$ cat src/rtl/uart_pkg.sv
// Shared UART definitions: FSM state encoding, default frame parameters and
// a counter-width helper, reused by both the receive and transmit halves.
package uart_pkg;

    typedef enum logic [1:0] {
        IDLE  = 2'b00,
        START = 2'b01,
        DATA  = 2'b10,
        STOP  = 2'b11
    } uart_state_t;

    localparam int DBIT_DEF    = 8;
    localparam int SB_TICK_DEF = 16;
    localparam int OVS_DEF     = 16;

    // Bits needed to count 0..max(a,b)-1; never less than one bit.
    function automatic int cnt_width(input int a, input int b);
        int m;
        m = (a > b) ? a : b;
        return (m < 2) ? 1 : $clog2(m);
    endfunction

endpackage

$ cat src/rtl/uart_rx_sync_2ff.sv
// Two-flop synchronizer for a single asynchronous input; the reset value is
// chosen so an idle-high line does not look like a start bit out of reset.
module sync_2ff #(
    parameter logic RST_VAL = 1'b1
) (
    input  logic clk,
    input  logic reset_n,
    input  logic d,
    output logic q
);

    logic meta;

    always_ff @(posedge clk or negedge reset_n) begin
        if (!reset_n) begin
            meta <= RST_VAL;
            q    <= RST_VAL;
        end else begin
            meta <= d;
            q    <= meta;
        end
    end

endmodule

$ cat src/rtl/uart_rx.sv
// UART receiver: 16x oversampled start detection, centre sampling of DBIT
// data bits LSB-first, stop-bit check and a one-clock completion pulse.
//
//   state | meaning
//   IDLE  | line idle, waiting for rx_s low
//   START | counting to the start-bit centre, rejecting glitches
//   DATA  | sampling one data bit every OVS ticks
//   STOP  | waiting SB_TICK ticks, then checking the stop level
module uart_rx
    import uart_pkg::*;
#(
    parameter int DBIT    = DBIT_DEF,
    parameter int SB_TICK = SB_TICK_DEF,
    parameter int OVS     = OVS_DEF
) (
    input  logic            clk,
    input  logic            reset_n,
    input  logic            s_tick,
    input  logic            rx,
    output logic [DBIT-1:0] dout,
    output logic            rx_done_tick,
    output logic            frame_err,
    output logic            busy
);

    localparam int SW = cnt_width(OVS, SB_TICK);
    localparam int NW = cnt_width(DBIT, DBIT);

    localparam logic [SW-1:0] S_START_END = SW'(OVS / 2 - 1);
    localparam logic [SW-1:0] S_BIT_END   = SW'(OVS - 1);
    localparam logic [SW-1:0] S_STOP_END  = SW'(SB_TICK - 1);
    localparam logic [NW-1:0] N_LAST      = NW'(DBIT - 1);

    uart_state_t     state, state_nxt;
    logic [SW-1:0]   s, s_nxt;
    logic [NW-1:0]   n, n_nxt;
    logic [DBIT-1:0] b, b_nxt;
    logic [DBIT-1:0] dout_nxt;
    logic            ferr_nxt;
    logic            done_nxt;
    logic            rx_s;

    sync_2ff #(.RST_VAL(1'b1)) u_sync (
        .clk     (clk),
        .reset_n (reset_n),
        .d       (rx),
        .q       (rx_s)
    );

    always_ff @(posedge clk or negedge reset_n) begin
        if (!reset_n) begin
            state        <= IDLE;
            s            <= '0;
            n            <= '0;
            b            <= '0;
            dout         <= '0;
            frame_err    <= 1'b0;
            rx_done_tick <= 1'b0;
        end else begin
            state        <= state_nxt;
            s            <= s_nxt;
            n            <= n_nxt;
            b            <= b_nxt;
            dout         <= dout_nxt;
            frame_err    <= ferr_nxt;
            rx_done_tick <= done_nxt;
        end
    end

    // IDLE leaves on the line level alone, so a start bit that began during
    // the previous stop tail is picked up the cycle after returning to IDLE.
    always_comb begin
        state_nxt = state;
        s_nxt     = s;
        n_nxt     = n;
        b_nxt     = b;
        dout_nxt  = dout;
        ferr_nxt  = frame_err;
        done_nxt  = 1'b0;
        case (state)
            IDLE: begin
                if (!rx_s) begin
                    state_nxt = START;
                    s_nxt     = '0;
                end
            end
            START: begin
                if (s_tick) begin
                    if (s == S_START_END) begin
                        s_nxt = '0;
                        if (!rx_s) begin
                            state_nxt = DATA;
                            n_nxt     = '0;
                        end else begin
                            state_nxt = IDLE;
                        end
                    end else begin
                        s_nxt = s + 1'b1;
                    end
                end
            end
            DATA: begin
                if (s_tick) begin
                    if (s == S_BIT_END) begin
                        s_nxt = '0;
                        b_nxt = {rx_s, b[DBIT-1:1]};
                        if (n == N_LAST) begin
                            state_nxt = STOP;
                        end else begin
                            n_nxt = n + 1'b1;
                        end
                    end else begin
                        s_nxt = s + 1'b1;
                    end
                end
            end
            STOP: begin
                if (s_tick) begin
                    if (s == S_STOP_END) begin
                        state_nxt = IDLE;
                        s_nxt     = '0;
                        dout_nxt  = b;
                        ferr_nxt  = ~rx_s;
                        done_nxt  = 1'b1;
                    end else begin
                        s_nxt = s + 1'b1;
                    end
                end
            end
            default: state_nxt = IDLE;
        endcase
    end

    assign busy = (state != IDLE);

endmodule

$ cat config.mk
export PLATFORM = sky130hd
export DESIGN_NAME = uart_rx
export DESIGN_NICKNAME = d
export VERILOG_FILES = /design/src/rtl/uart_pkg.sv /design/src/rtl/uart_rx_sync_2ff.sv /design/src/rtl/uart_rx.sv
export SDC_FILE = /design/constraint.sdc
export NUM_CORES = 1
export LEC_CHECK = 0
export ABC_AREA = 1
export ABC_CLOCK_PERIOD_IN_PS = 1800
export CAP_MARGIN = 20
export CELL_PAD_IN_SITES_DETAIL_PLACEMENT = 1
export CELL_PAD_IN_SITES_GLOBAL_PLACEMENT = 1
export CORE_AREA = 2 2 69 77
export CTS_CLUSTER_DIAMETER = 80
export DETAILED_ROUTE_END_ITERATION = 10
export DIE_AREA = 0 0 71 79
export HOLD_SLACK_MARGIN = 0.15
export PLACE_DENSITY = 0.58
export SLEW_MARGIN = 10
export SYNTH_ARGS = -nofsm -noshare
export SYNTH_HDL_FRONTEND = slang
export SYNTH_SLANG_ARGS = --single-unit
$ cat constraint.sdc
create_clock -name clk -period 1.8 [get_ports clk]
set_input_delay 0.18 -clock clk [delete_from_list [all_inputs] [get_ports clk]]
set_output_delay 0.18 -clock clk [all_outputs]
set_load 0.02 [all_outputs]
-- Word level (Yosys, flattened, before mapping)
Cells that the tools add are included.
- $mul: 0
- $lt $le $gt $ge: 0
- $add $sub $neg: 2
- multiplexer cells: 26
- shift-type cells: 0
- reduce and logical (&&, ||, !) cells: 9
- equal/unequal tests: 17
- divide/modulo/power cells: 0
- bitwise gates (word level): 1
- operators by type and width (kind ; number):
    2-to-1 mux 4 bit ; 5
    != test 2 bit (second input constant) ; 10
    2-to-1 mux 2 bit ; 9
    2-to-1 mux 3 bit ; 6
    one-hot mux 4 bit (3 select lines) ; 1
    AND reduction 3 bit ; 3
    one-hot mux 2 bit (4 select lines) ; 1
    AND reduction 8 bit ; 1
    AND reduction 7 bit ; 1
    one-hot mux 3 bit (2 select lines) ; 1
    adder 4 x 1 -> 4 bit (second input constant) ; 1
    == test 2 bit (second input constant) ; 2
    == test 4 x 3 -> 1 bit (second input constant) ; 1
    == test 4 bit (second input constant) ; 1
    nonzero test 2 bit ; 2
    adder 3 x 1 -> 3 bit (second input constant) ; 1
    == test 3 bit (second input constant) ; 1
    2-to-1 mux 1 bit ; 3
    == test 2 x 1 -> 1 bit (second input constant) ; 1
    logical NOT 2 bit ; 1
    != test 2 x 1 -> 1 bit (second input constant) ; 1
    OR reduction 2 bit ; 1
    inverter 1 bit ; 1
- bits in read-only memories: 0
- input bits: 4
- logic and storage cells: 64
- memories kept: 0
- flip-flop bits (word level): 29
- output and inout port bits: 11
- memory bits (writable): 0
- latch bits: 0

-- Longest topological paths before layout
- depth in word-level cells: 5
- depth in mapped cells: 9
- gate-level depth less buffers: 9

-- Hierarchy
Synthesis repeated with hierarchy kept, for this count alone.
- cells, all modules: 142
- area total of the unflattened synthesis: 1420.1 um^2
- modules (own cells, without submodules) (module ; area an instance (um^2) ; cells an instance ; instances ; seq. area each (um^2)):
    uart_rx ; 1367.6 ; 140 ; 1 ; 675.6
    sync_2ff ; 52.6 ; 2 ; 1 ; 52.6

-- Least setup slack after synthesis
OpenSTA, ideal clock, no wires.
- path type: register to register
- start point: reg n[0]
- end point: reg n[0]
- clock period less this slack: 1.316 ns
- data arrival time: 1.195 ns
- path buffers: 0
- stages on the path, launching flop included: 9
- path slack: 0.484 ns
- setup time: 0.121 ns
- cell sequence: dfrtp_1 > ha_1 > ha_1 > inv_1 > nand3_1 > o21ai_1 > nand2_2 > nand2_1 > o21ai_1
- cells in the longest elaborated chain, start to end: 5
- RTL lines (element ; line ; text):
    start: declaration ; uart_rx.sv:36 ; logic [NW-1:0] n, n_nxt;
    start signal: assignment ; uart_rx.sv:62 ; n <= n_nxt;
    adder 3 x 1 -> 3 bit ; uart_rx.sv:110 ; n_nxt = n + 1'b1;
    2-to-1 mux 3 bit ; uart_rx.sv:107 ; if (n == N_LAST) begin
    2-to-1 mux 3 bit ; uart_rx.sv:104 ; if (s == S_BIT_END) begin
    2-to-1 mux 3 bit ; uart_rx.sv:103 ; if (s_tick) begin
    one-hot mux 3 bit (2 select lines) ; uart_rx.sv:80 ; case (state)
Parallel ways exist; a longest one is shown, timed or not. The select of a mux whose other input is x is not followed.
A chain may end at the register's enable or synchronous reset.

==> impl_metrics.env <==
export IMPL_status="finished, final reports clean"
export IMPL_cts_sinks=29
export IMPL_p_sw_uw=688
export IMPL_areaGrowthSynthToFinish_pct=19.7
export IMPL_cp_max_fo=4
export IMPL_grt_pass1_vias=1145
export IMPL_track_usage=0.119
export IMPL_layout_common_cells="41 x nand2_1, 27 x dfrtp_1, 18 x inv_1"
export IMPL_finalWirelength_um=2790
export IMPL_cts_buffer_depth=2
export IMPL_grt_first_pass_wirelength_um=5160
export IMPL_switching_share=0.368
export IMPL_mostFrequentLayoutCell="nand2_1"
export IMPL_dp_cells=214
export IMPL_hpwl_um=2050
export IMPL_start_util=0.286
export IMPL_nets=170
export IMPL_post_drt_via_cell_ratio=4.58
export IMPL_first_iter_violations=23
export IMPL_fin_crit_ps=1630
export IMPL_whs_ps=286
export IMPL_io_buffers=14
export IMPL_synth_top_cell_by_area="dfrtp_1"
export IMPL_fin_skew_ps=7.50
export IMPL_power_density_mw_per_mm2=1110
export IMPL_synthesis_area_mm2=0.00140
export IMPL_pin_count=15
export IMPL_place_congestion=0.738
export IMPL_path_class="register to output pin"
export IMPL_vdd_ir_drop_worst_uv=308
export IMPL_fmax_ghz=0.615
export IMPL_power_frac_clock=0.281
export IMPL_ys_ff_latch=29
export IMPL_seqPwrFrac=0.415
export IMPL_critPathSlowestCell="clkdlybuf4s50_1"
export IMPL_hold_path_class="primary input to asynchronous set/reset pin"
export IMPL_arrival_ps=1450
export IMPL_fin_setup_tns_ps=0
export IMPL_antenna_found_initial=0
export IMPL_num_fill_cells=568
export IMPL_p_total_mw=1.87
export IMPL_globalRouteOverflowTotal=0
export IMPL_setup_ws_ps=174
export IMPL_diodes=0
export IMPL_ys_types=25
export IMPL_r2r_start="s[0]"
export IMPL_worstMarginPinSlew_ps=395
export IMPL_period_share=0.904
export IMPL_path_cells="inv_6 > nand2_4 > clkdlybuf4s50_1"
export IMPL_num_vias=1017
export IMPL_cts_tree="done"
export IMPL_finalSetupViolCount=0
export IMPL_ys_warn_count=0
export IMPL_p_comb_frac=0.304
export IMPL_synth_seq_area_share=0.520
export IMPL_ctsRootBufferMaster="clkbuf_8"
export IMPL_firstDrtPassIters=4
export IMPL_syn_avg_cell_area_um2=9.79
export IMPL_syn_num_nets=150
export IMPL_die_area_mm2=0.00561
export IMPL_synth_area_leaders="dfrtp_1 48%, nand2_1 11%, o21ai_2 10%"
export IMPL_cts_setup_buffers=0
export IMPL_cap_viol_max_count=0
export IMPL_startpoint_type="register"
export IMPL_drive_gt1_frac=0.244
export IMPL_rsz0062_at_grt="false"
export IMPL_hold_viol_final=0
export IMPL_rows=27
export IMPL_synth_top_area_share=0.483
export IMPL_slew_headroom=0.736
export IMPL_synthCells=143
export IMPL_detail_route_antenna_nets=0
export IMPL_htree_levels=2
export IMPL_clk_pin_slew_ps=70
export IMPL_crit_required_ps=1620
export IMPL_p_int_mw=1.18
export IMPL_p_leak_nw=0.770
export IMPL_wl_per_cell_um=12.6
export IMPL_die_x_um=71
export IMPL_drcViolationCount=0
export IMPL_holdBufCountCts=0
export IMPL_core_area_mm2=0.00490
export IMPL_insertion_delay_ps=280
export IMPL_fin_cells=222
export IMPL_drv_slew=0
export IMPL_die_y_um=79
export IMPL_grt_max_degree=30
export IMPL_cts_buffers=5
export IMPL_cts_resized=0
export IMPL_max_stage_delay_ps=600
export IMPL_dp_slack_ps=195
export IMPL_cp_end_kind="output pin"
==> Yosys cell counts, drive strengths merged <==
library cell   n
buf            4
a21oi          1
ha             3
o21ai         23
dfstp          2
nand3          8
o22ai          2
mux2i          1
dfrtp         27
nor2           6
nand2         43
xor2           1
inv           21
nand4          1
==> path summary, 6_finish.rpt <==
path                          endpoint  slack (ps)  depth (start not counted)
max                               busy         170                          3
min                               b[5]         290                          2
max reg2reg                       b[7]         220                          6
min reg2reg                   u_sync.q         360                          0
max in group asynchronous     u_sync.q        1200                          2
min in group clk           u_sync.meta         310                          1
==> cell type report <==
class	instances	area, um^2	area share
sequential	29	728	0.434
clock inverter	3	17.5	0.0104
timing repair buffer	17	163	0.0970
clock buffer	5	68.8	0.0410
inverter	21	86.3	0.0515
multi-input combinational	89	541	0.322
tap	58	72.6	0.0433
==> worst max-delay path, delay by kind of cell (launching register included) <==
kind          cells  cell delay [ps]
buf+inv           2              660
flops             1              430
simple gates      1               80
==> power by group through the flow <==
stage          Clock (mW)  Combinational (mW)  Sequential [mW]
2_1_floorplan           0               0.465            0.758
3_3_place_gp            0               0.551            0.780
3_5_place_dp            0               0.573            0.787
4_1_cts             0.549               0.581            0.774
5_1_grt             0.582               0.653            0.784
6_report            0.525               0.568            0.774
==> state kept, by name, indices dropped and copies added, names as in the netlist, named ones only <==
signal,cells
s,4
u_sync.q,1
frame_err,1
state,1
rx_done_tick,1
dout,8
n,3
u_sync.meta,1
b,8
==> through the flow <==
step / util / cell area [um^2]
5_1_grt: 0.342 / 1680
2_1_floorplan: - / 1400
3_5_place_dp: 0.325 / 1590
4_1_cts: 0.342 / 1680
3_3_place_gp: 0.325 / 1590
6_report: 0.342 / 1680
==> kinds of logic after synthesis <==
kind of cell             Yosys count  share of synthesized area
adder cells (fa/ha/maj)            3                     0.0268
AND/OR/NAND/NOR                   58                      0.208
flip-flops                        29                      0.520
buffers and inverters             25                     0.0938
XOR/XNOR                           1                    0.00626
AO/OA/AOI/OAI                     26                      0.138
multiplexers                       1                    0.00715
==> routing by layer <==
metal | global-route usage | vias to the layer above | wire length, um
met5 | 0 | - | 0
met4 | 0.0434 | 0 | 23
met3 | 0.0470 | 4 | 124
met2 | 0.200 | 14 | 1490
met1 | 0.137 | 512 | 1160
li1 | - | 487 | -
Note: power is estimated with default switching activity, not from simulation.
